<file path="src/rtl/vdg_pkg.sv">
// rtl/vdg_pkg.sv - shared state encoding and pixel-mode constants for the video fetch path
package vdg_pkg;

  typedef enum logic [1:0] {
    ST_IDLE   = 2'd0,
    ST_LEAD   = 2'd1,
    ST_ACTIVE = 2'd2
  } fetch_state_e;

  localparam int PERIOD_1BPP = 8;
  localparam int PERIOD_2BPP = 4;

  localparam logic MODE_1BPP = 1'b0;
  localparam logic MODE_2BPP = 1'b1;

  function automatic logic [2:0] last_phase(input logic mode);
    return (mode == MODE_2BPP) ? 3'(PERIOD_2BPP - 1) : 3'(PERIOD_1BPP - 1);
  endfunction

endpackage

</file>
<file path="src/rtl/prefetch_slot.sv">
// rtl/prefetch_slot.sv - one-entry byte buffer between the memory handshake and the load strobe
module prefetch_slot (
  input  logic       clk_i,
  input  logic       rst_i,
  input  logic       clr_i,
  input  logic       arm_discard_i,
  input  logic       wr_en_i,
  input  logic [7:0] wr_data_i,
  input  logic       rd_en_i,
  output logic       valid_o,
  output logic [7:0] data_o
);

  logic       valid_q;
  logic       discard_q;
  logic [7:0] data_q;

  // A write in the same cycle as a read refills the slot; a pending discard swallows one write.
  always_ff @(posedge clk_i or posedge rst_i) begin
    if (rst_i) begin
      valid_q   <= 1'b0;
      discard_q <= 1'b0;
      data_q    <= 8'h00;
    end else if (clr_i) begin
      valid_q   <= 1'b0;
      discard_q <= arm_discard_i;
    end else begin
      if (rd_en_i) valid_q <= 1'b0;
      if (wr_en_i) begin
        if (discard_q) begin
          discard_q <= 1'b0;
        end else begin
          valid_q <= 1'b1;
          data_q  <= wr_data_i;
        end
      end
    end
  end

  assign valid_o = valid_q;
  assign data_o  = data_q;

endmodule

</file>
<file path="src/rtl/pixel_fetch_sequencer.sv">
// rtl/pixel_fetch_sequencer.sv - per-line video byte fetch and timed load strobes for the pixel shifter
module pixel_fetch_sequencer
  import vdg_pkg::*;
#(
  parameter int BYTES_PER_LINE = 32,
  parameter int LEAD_CLKS      = 8,
  parameter int ADDR_WIDTH     = 16
) (
  input  logic                  Clk,
  input  logic                  Reset,
  input  logic                  LineStart,
  input  logic                  FrameStart,
  input  logic [ADDR_WIDTH-1:0] BaseAddr,
  input  logic                  Mode2bpp,
  output logic                  MemReq,
  output logic [ADDR_WIDTH-1:0] MemAddr,
  input  logic                  MemAck,
  input  logic [7:0]            MemData,
  output logic [7:0]            Data,
  output logic                  Load,
  output logic                  Divider,
  output logic                  Active,
  output logic                  Underrun
);

  localparam int LW = $clog2(LEAD_CLKS + 1);
  localparam int BW = $clog2(BYTES_PER_LINE + 1);

  fetch_state_e          state_q, state_d;
  logic [LW-1:0]         lead_q, lead_d;
  logic [2:0]            phase_q, phase_d;
  logic [BW-1:0]         loaded_q, loaded_d;
  logic [BW-1:0]         reqd_q, reqd_d;
  logic [ADDR_WIDTH-1:0] addr_q, addr_d;
  logic [ADDR_WIDTH-1:0] maddr_q, maddr_d;
  logic                  mreq_q, mreq_d;
  logic [7:0]            data_q, data_d;
  logic                  load_q, load_d;
  logic                  div_q, div_d;
  logic                  active_q, active_d;
  logic                  under_q, under_d;

  logic       ack;
  logic       do_load;
  logic       slot_clr;
  logic       slot_arm;
  logic       slot_valid;
  logic [7:0] slot_data;

  assign ack = mreq_q & MemAck;

  prefetch_slot u_slot (
    .clk_i         (Clk),
    .rst_i         (Reset),
    .clr_i         (slot_clr),
    .arm_discard_i (slot_arm),
    .wr_en_i       (ack),
    .wr_data_i     (MemData),
    .rd_en_i       (do_load),
    .valid_o       (slot_valid),
    .data_o        (slot_data)
  );

  always_ff @(posedge Clk or posedge Reset) begin
    if (Reset) begin
      state_q  <= ST_IDLE;
      lead_q   <= '0;
      phase_q  <= '0;
      loaded_q <= '0;
      reqd_q   <= '0;
      addr_q   <= '0;
      maddr_q  <= '0;
      mreq_q   <= 1'b0;
      data_q   <= 8'h00;
      load_q   <= 1'b0;
      div_q    <= MODE_1BPP;
      active_q <= 1'b0;
      under_q  <= 1'b0;
    end else begin
      state_q  <= state_d;
      lead_q   <= lead_d;
      phase_q  <= phase_d;
      loaded_q <= loaded_d;
      reqd_q   <= reqd_d;
      addr_q   <= addr_d;
      maddr_q  <= maddr_d;
      mreq_q   <= mreq_d;
      data_q   <= data_d;
      load_q   <= load_d;
      div_q    <= div_d;
      active_q <= active_d;
      under_q  <= under_d;
    end
  end

  always_comb begin
    state_d  = state_q;
    lead_d   = lead_q;
    phase_d  = phase_q;
    loaded_d = loaded_q;
    reqd_d   = reqd_q;
    addr_d   = addr_q;
    maddr_d  = maddr_q;
    mreq_d   = mreq_q;
    data_d   = data_q;
    load_d   = 1'b0;
    div_d    = div_q;
    active_d = active_q;
    under_d  = under_q;
    do_load  = 1'b0;
    slot_clr = 1'b0;
    slot_arm = 1'b0;

    if (ack) begin
      mreq_d = 1'b0;
      addr_d = addr_q + 1'b1;
    end
    if (FrameStart && state_q == ST_IDLE) addr_d = BaseAddr;

    unique case (state_q)
      ST_LEAD: begin
        if (lead_q == LW'(LEAD_CLKS - 1)) begin
          state_d  = ST_ACTIVE;
          active_d = 1'b1;
          phase_d  = '0;
          loaded_d = BW'(1);
          do_load  = 1'b1;
        end else begin
          lead_d = lead_q + 1'b1;
        end
      end
      ST_ACTIVE: begin
        if (phase_q == last_phase(div_q)) begin
          if (loaded_q == BW'(BYTES_PER_LINE)) begin
            state_d  = ST_IDLE;
            active_d = 1'b0;
          end else begin
            loaded_d = loaded_q + 1'b1;
            phase_d  = '0;
            do_load  = 1'b1;
          end
        end else begin
          phase_d = phase_q + 1'b1;
        end
      end
      default: ;
    endcase

    if (do_load) begin
      load_d = 1'b1;
      data_d = slot_valid ? slot_data : 8'h00;
      if (!slot_valid) under_d = 1'b1;
    end

    if (state_d != ST_IDLE && !slot_valid && !mreq_q && reqd_q < BW'(BYTES_PER_LINE)) begin
      mreq_d  = 1'b1;
      maddr_d = addr_q;
      reqd_d  = reqd_q + 1'b1;
    end

    // A restart cancels any load due this edge; an in-flight read completes but its byte is dropped.
    if (LineStart) begin
      state_d  = ST_LEAD;
      div_d    = Mode2bpp;
      lead_d   = LW'(1);
      phase_d  = '0;
      loaded_d = '0;
      active_d = 1'b0;
      load_d   = 1'b0;
      data_d   = data_q;
      under_d  = under_q;
      slot_clr = 1'b1;
      if (mreq_q) begin
        reqd_d   = '0;
        slot_arm = !MemAck;
      end else begin
        mreq_d  = 1'b1;
        maddr_d = addr_d;
        reqd_d  = BW'(1);
      end
    end
  end

  assign MemReq   = mreq_q;
  assign MemAddr  = maddr_q;
  assign Data     = data_q;
  assign Load     = load_q;
  assign Divider  = div_q;
  assign Active   = active_q;
  assign Underrun = under_q;

endmodule
</file>
<file path="config.mk">
export PLATFORM = sky130hd
export DESIGN_NAME = pixel_fetch_sequencer
export DESIGN_NICKNAME = d
export VERILOG_FILES = /design/src/rtl/vdg_pkg.sv /design/src/rtl/prefetch_slot.sv /design/src/rtl/pixel_fetch_sequencer.sv
export SDC_FILE = /design/constraint.sdc
export NUM_CORES = 1
export LEC_CHECK = 0
export ABC_AREA = 1
export BUFFER_PORTS_ARGS = -buffer_cell sky130_fd_sc_hd__buf_2
export CAP_MARGIN = 40
export CORE_ASPECT_RATIO = 0.6
export CORE_MARGIN = 2
export CORE_UTILIZATION = 30
export DETAILED_ROUTE_END_ITERATION = 10
export PLACE_DENSITY = 0.58
export SETUP_SLACK_MARGIN = 0.15
export SLEW_MARGIN = 20
export SYNTH_ARGS = -nofsm -noshare
export SYNTH_HDL_FRONTEND = slang
export SYNTH_SLANG_ARGS = --single-unit
</file>
<file path="constraint.sdc">
create_clock -name Clk -period 3.06 [get_ports Clk]
set_input_delay 0.306 -clock Clk [delete_from_list [all_inputs] [get_ports Clk]]
set_output_delay 0.306 -clock Clk [all_outputs]
set_load 0.01 [all_outputs]
</file>
==> flow_summary.yaml <==
sta:
  finalCritPeriodShare: 0.766
  period_minus_slack_ps: 2340
  fin_skew_ps: 7.84
  whs_ps: 189
  finalSetupViolCount: 0
  worst_pin_slew_ps: 763
  hold_viol_final: 0
  setup_slack_ps: 717
  rsz0062_at_grt: "no"
  relSlewSlack: 0.491
  max_freq_ghz: 0.427
  slew_violations: 0
  setup_tns_ps: 0
floorplan:
  start_util: 0.308
  core_area_um2: 12900
  die_w_um: 152
  die_h_um: 93.0
  placementRows: 32
  dieArea_um2: 14200
  io-pin-count: 59
worst_setup_path:
  cp-start-kind: "flip-flop"
  slowest_delay_ps: 520
  cp_num_buf_inv: 3
  cp_slowest_cell: "clkinv_1"
  crit_fanout: 18
  crit_type: "reg2reg"
  critPathArrivalTime_ps: 2580
  path_cells: "inv_1, ha_1, nand2_2, clkinv_1, nand2_1, o21ai_0, or2_2, nand2_1, inv_1"
  worst-endpoint-required_ps: 3300
  r2r_slack_ps: 720
  critPathCaptureType: "flip-flop"
  critical_path.top_delay_family: "simple AND/OR/NAND/NOR gates"
placed_design:
  dp_hpwl_mm: 6.80
  io_buffers: 58
  post-place-cells: 710
  place.gp.congestion: 0.881
  pre_cts_slack_ps: 737
clocking:
  clkSinkCount: 76
  clk_pin_slew_ps: 60
  cts_tree: "done"
  cts_buffers: 9
  clk_latency_ps: 340
  htreeDepth: 3
  cts_max_path_buffers: 2
  clockRootBuffer: "clkbuf_16"
global_routing:
  grt_pass1_vias: 3143
  grt-ovfl-total: 0
  grt_max_degree: 45
  gr-usage-all-layers: 0.143
  grt_pass1_wl_mm: 15.9
  antenna_found_initial: 0
detailed_routing:
  avgViaCountPerCell: 4.65
  totalWireLength_mm: 9.61
  drt_iter0_drc: 241
  firstDrtPassIters: 5
  wire_per_inst_um: 13.2
  drc_errors: 0
  antenna_left: 0
  vias: 3386
logic_synthesis:
  yosysTopAreaCell: "dfrtp_1"
  synthesis.area_um2: 3960
  netlist_top_cells_area: "dfrtp_1 (48%), nand2_1 (11%), inv_1 (5.8%)"
  synth_top_area_frac: 0.480
  ys.flop_type: "dfrtp_1"
  yosysMostFrequentCell: "nand2_1"
  synth.avg_cell_area_um2: 8.09
  syn-instance-count: 490
  synth_top_cells_by_count: "nand2_1 (114), dfrtp_1 (76), inv_1 (61), nand3_1 (45), nor2_1 (33)"
  synth-edff-count: 0
  synth_nets: 529
  ys_types: 38
  ys_ff_latch: 76
  yosysSeqAreaShare: 0.480
  yosysWarnings: 0
  synthArstFlopShare: 1.00
layout:
  multi_input_area_um2: 1750
  fillers: 1319
  antenna_cells: 0
  syn2layout_area_growth_pct: 20.3
  utilization: 0.371
  register_area_um2: 1900
  nets: 592
  layout-drive-gt1-share: 0.211
  fin_cells: 728
pwr:
  powerDensity_nw_per_um2: 954
  leakage_nw: 2.44
  ir_worst_vdd_v: 0.000480
outcome:
  status: "finished, final reports clean"
flow_run:
  drv_cap: 0
worst_hold_path:
  hold_class: "in2reg"
## worst paths after layout
path                                       from               endpoint  cells after the start
setup / recovery           state_q[0]$_DFF_PP0_   MemAddr[6]$_DFF_PP0_                      9
hold / removal                     BaseAddr[15]   addr_q[15]$_DFF_PP0_                      3
setup reg to reg           state_q[0]$_DFF_PP0_   MemAddr[6]$_DFF_PP0_                      9
max in group asynchronous                 Reset  lead_q[3]$_DFFE_PP0P_                      5
min in group asynchronous                 Reset    Data[5]$_DFFE_PP0P_                      3
hold reg to reg            Underrun$_DFFE_PP0P_   Underrun$_DFFE_PP0P_                      1
## what timing repair did
item | CTS | global route
endpoints found under the hold margin | 0 | 2
buffers inserted | 0 | 0
endpoints found under the setup margin | 0 | 0
hold buffers | 0 | 1
resized for setup | 0 | 0
## through the flow
step           total power, mW  area (um2)
2_1_floorplan             3.00        3960
3_3_place_gp              3.47        4440
3_5_place_dp              3.51        4440
4_1_cts                   4.58        4740
5_1_grt                   4.94        4770
6_report                  4.55        4770
## area by class of cell
cell class / count / share of cell area
Clock buffer: 10 / 0.0480
Timing Repair Buffer: 64 / 0.0761
Clock inverter: 6 / 0.0136
Sequential cell: 76 / 0.399
Multi-Input combinational cell: 337 / 0.368
Inverter: 65 / 0.0512
Tap cell: 170 / 0.0446
## power breakdown
part / switching, mW / total (mW) / internal [mW]
clock network: 0.421 / 1.05 / 0.630
logic: 1.13 / 1.80 / 0.670
registers: 0.306 / 1.70 / 1.39
total: 1.86 / 4.55 / 2.69
## layer usage
metal	up-vias	routed length, um	track usage
met5	-	0	0
met4	0	136	0.0460
met3	11	564	0.0385
met2	96	3860	0.197
met1	1563	5050	0.214
li1	1716	-	-
## kinds of logic (layout without fill, tap and decap cells)
| kind of cell | after synthesis | in the layout | share of synthesized area |
|---|---|---|---|
| AOI/OAI and AO/OA | 64 | 64 | 0.0909 |
| xor gates and xnor gates | 8 | 8 | 0.0177 |
| adders and majority gates | 9 | 9 | 0.0284 |
| buffers and inverters | 77 | 145 | 0.0777 |
| DFF | 76 | 76 | 0.480 |
| muxes | 1 | 1 | 0.00284 |
| and+or+nand+nor | 255 | 255 | 0.302 |
## sequential cells by signal, summed over array words and instances (netlist names)
| signal | flops |
|---|---|
| loaded_q | 6 |
| u_slot.valid_o | 1 |
| Underrun | 1 |
| Data | 8 |
| Divider | 1 |
| reqd_q | 6 |
| Active | 1 |
| lead_q | 4 |
| u_slot.data_o | 8 |
| MemAddr | 16 |
| state_q | 2 |
| addr_q | 16 |
| Load | 1 |
| MemReq | 1 |
| phase_q | 3 |
| u_slot.discard_q | 1 |
## cells in the final DEF (no fill, tap or decap), types with 5 or more instances in the layout
cell type,Yosys,layout
nand2_2,18,18
xor2_1,6,6
buf_2,2,58
ha_1,9,9
o21ai_0,30,30
dfrtp_1,76,76
nand4_1,19,19
clkbuf_16,0,9
a21oi_1,18,18
nor2_1,33,33
nor3_1,6,6
or2_2,6,6
o211ai_1,5,5
nor2_2,6,6
inv_1,61,60
nand2_1,114,114
nand3_1,45,45
## tightest hold or removal path: cells and delay by family
kind                   cells  cell delay (ps)
and+or+nand+nor            2              120
buffers and inverters      1               70
Note: power is estimated with default switching activity, not from simulation.
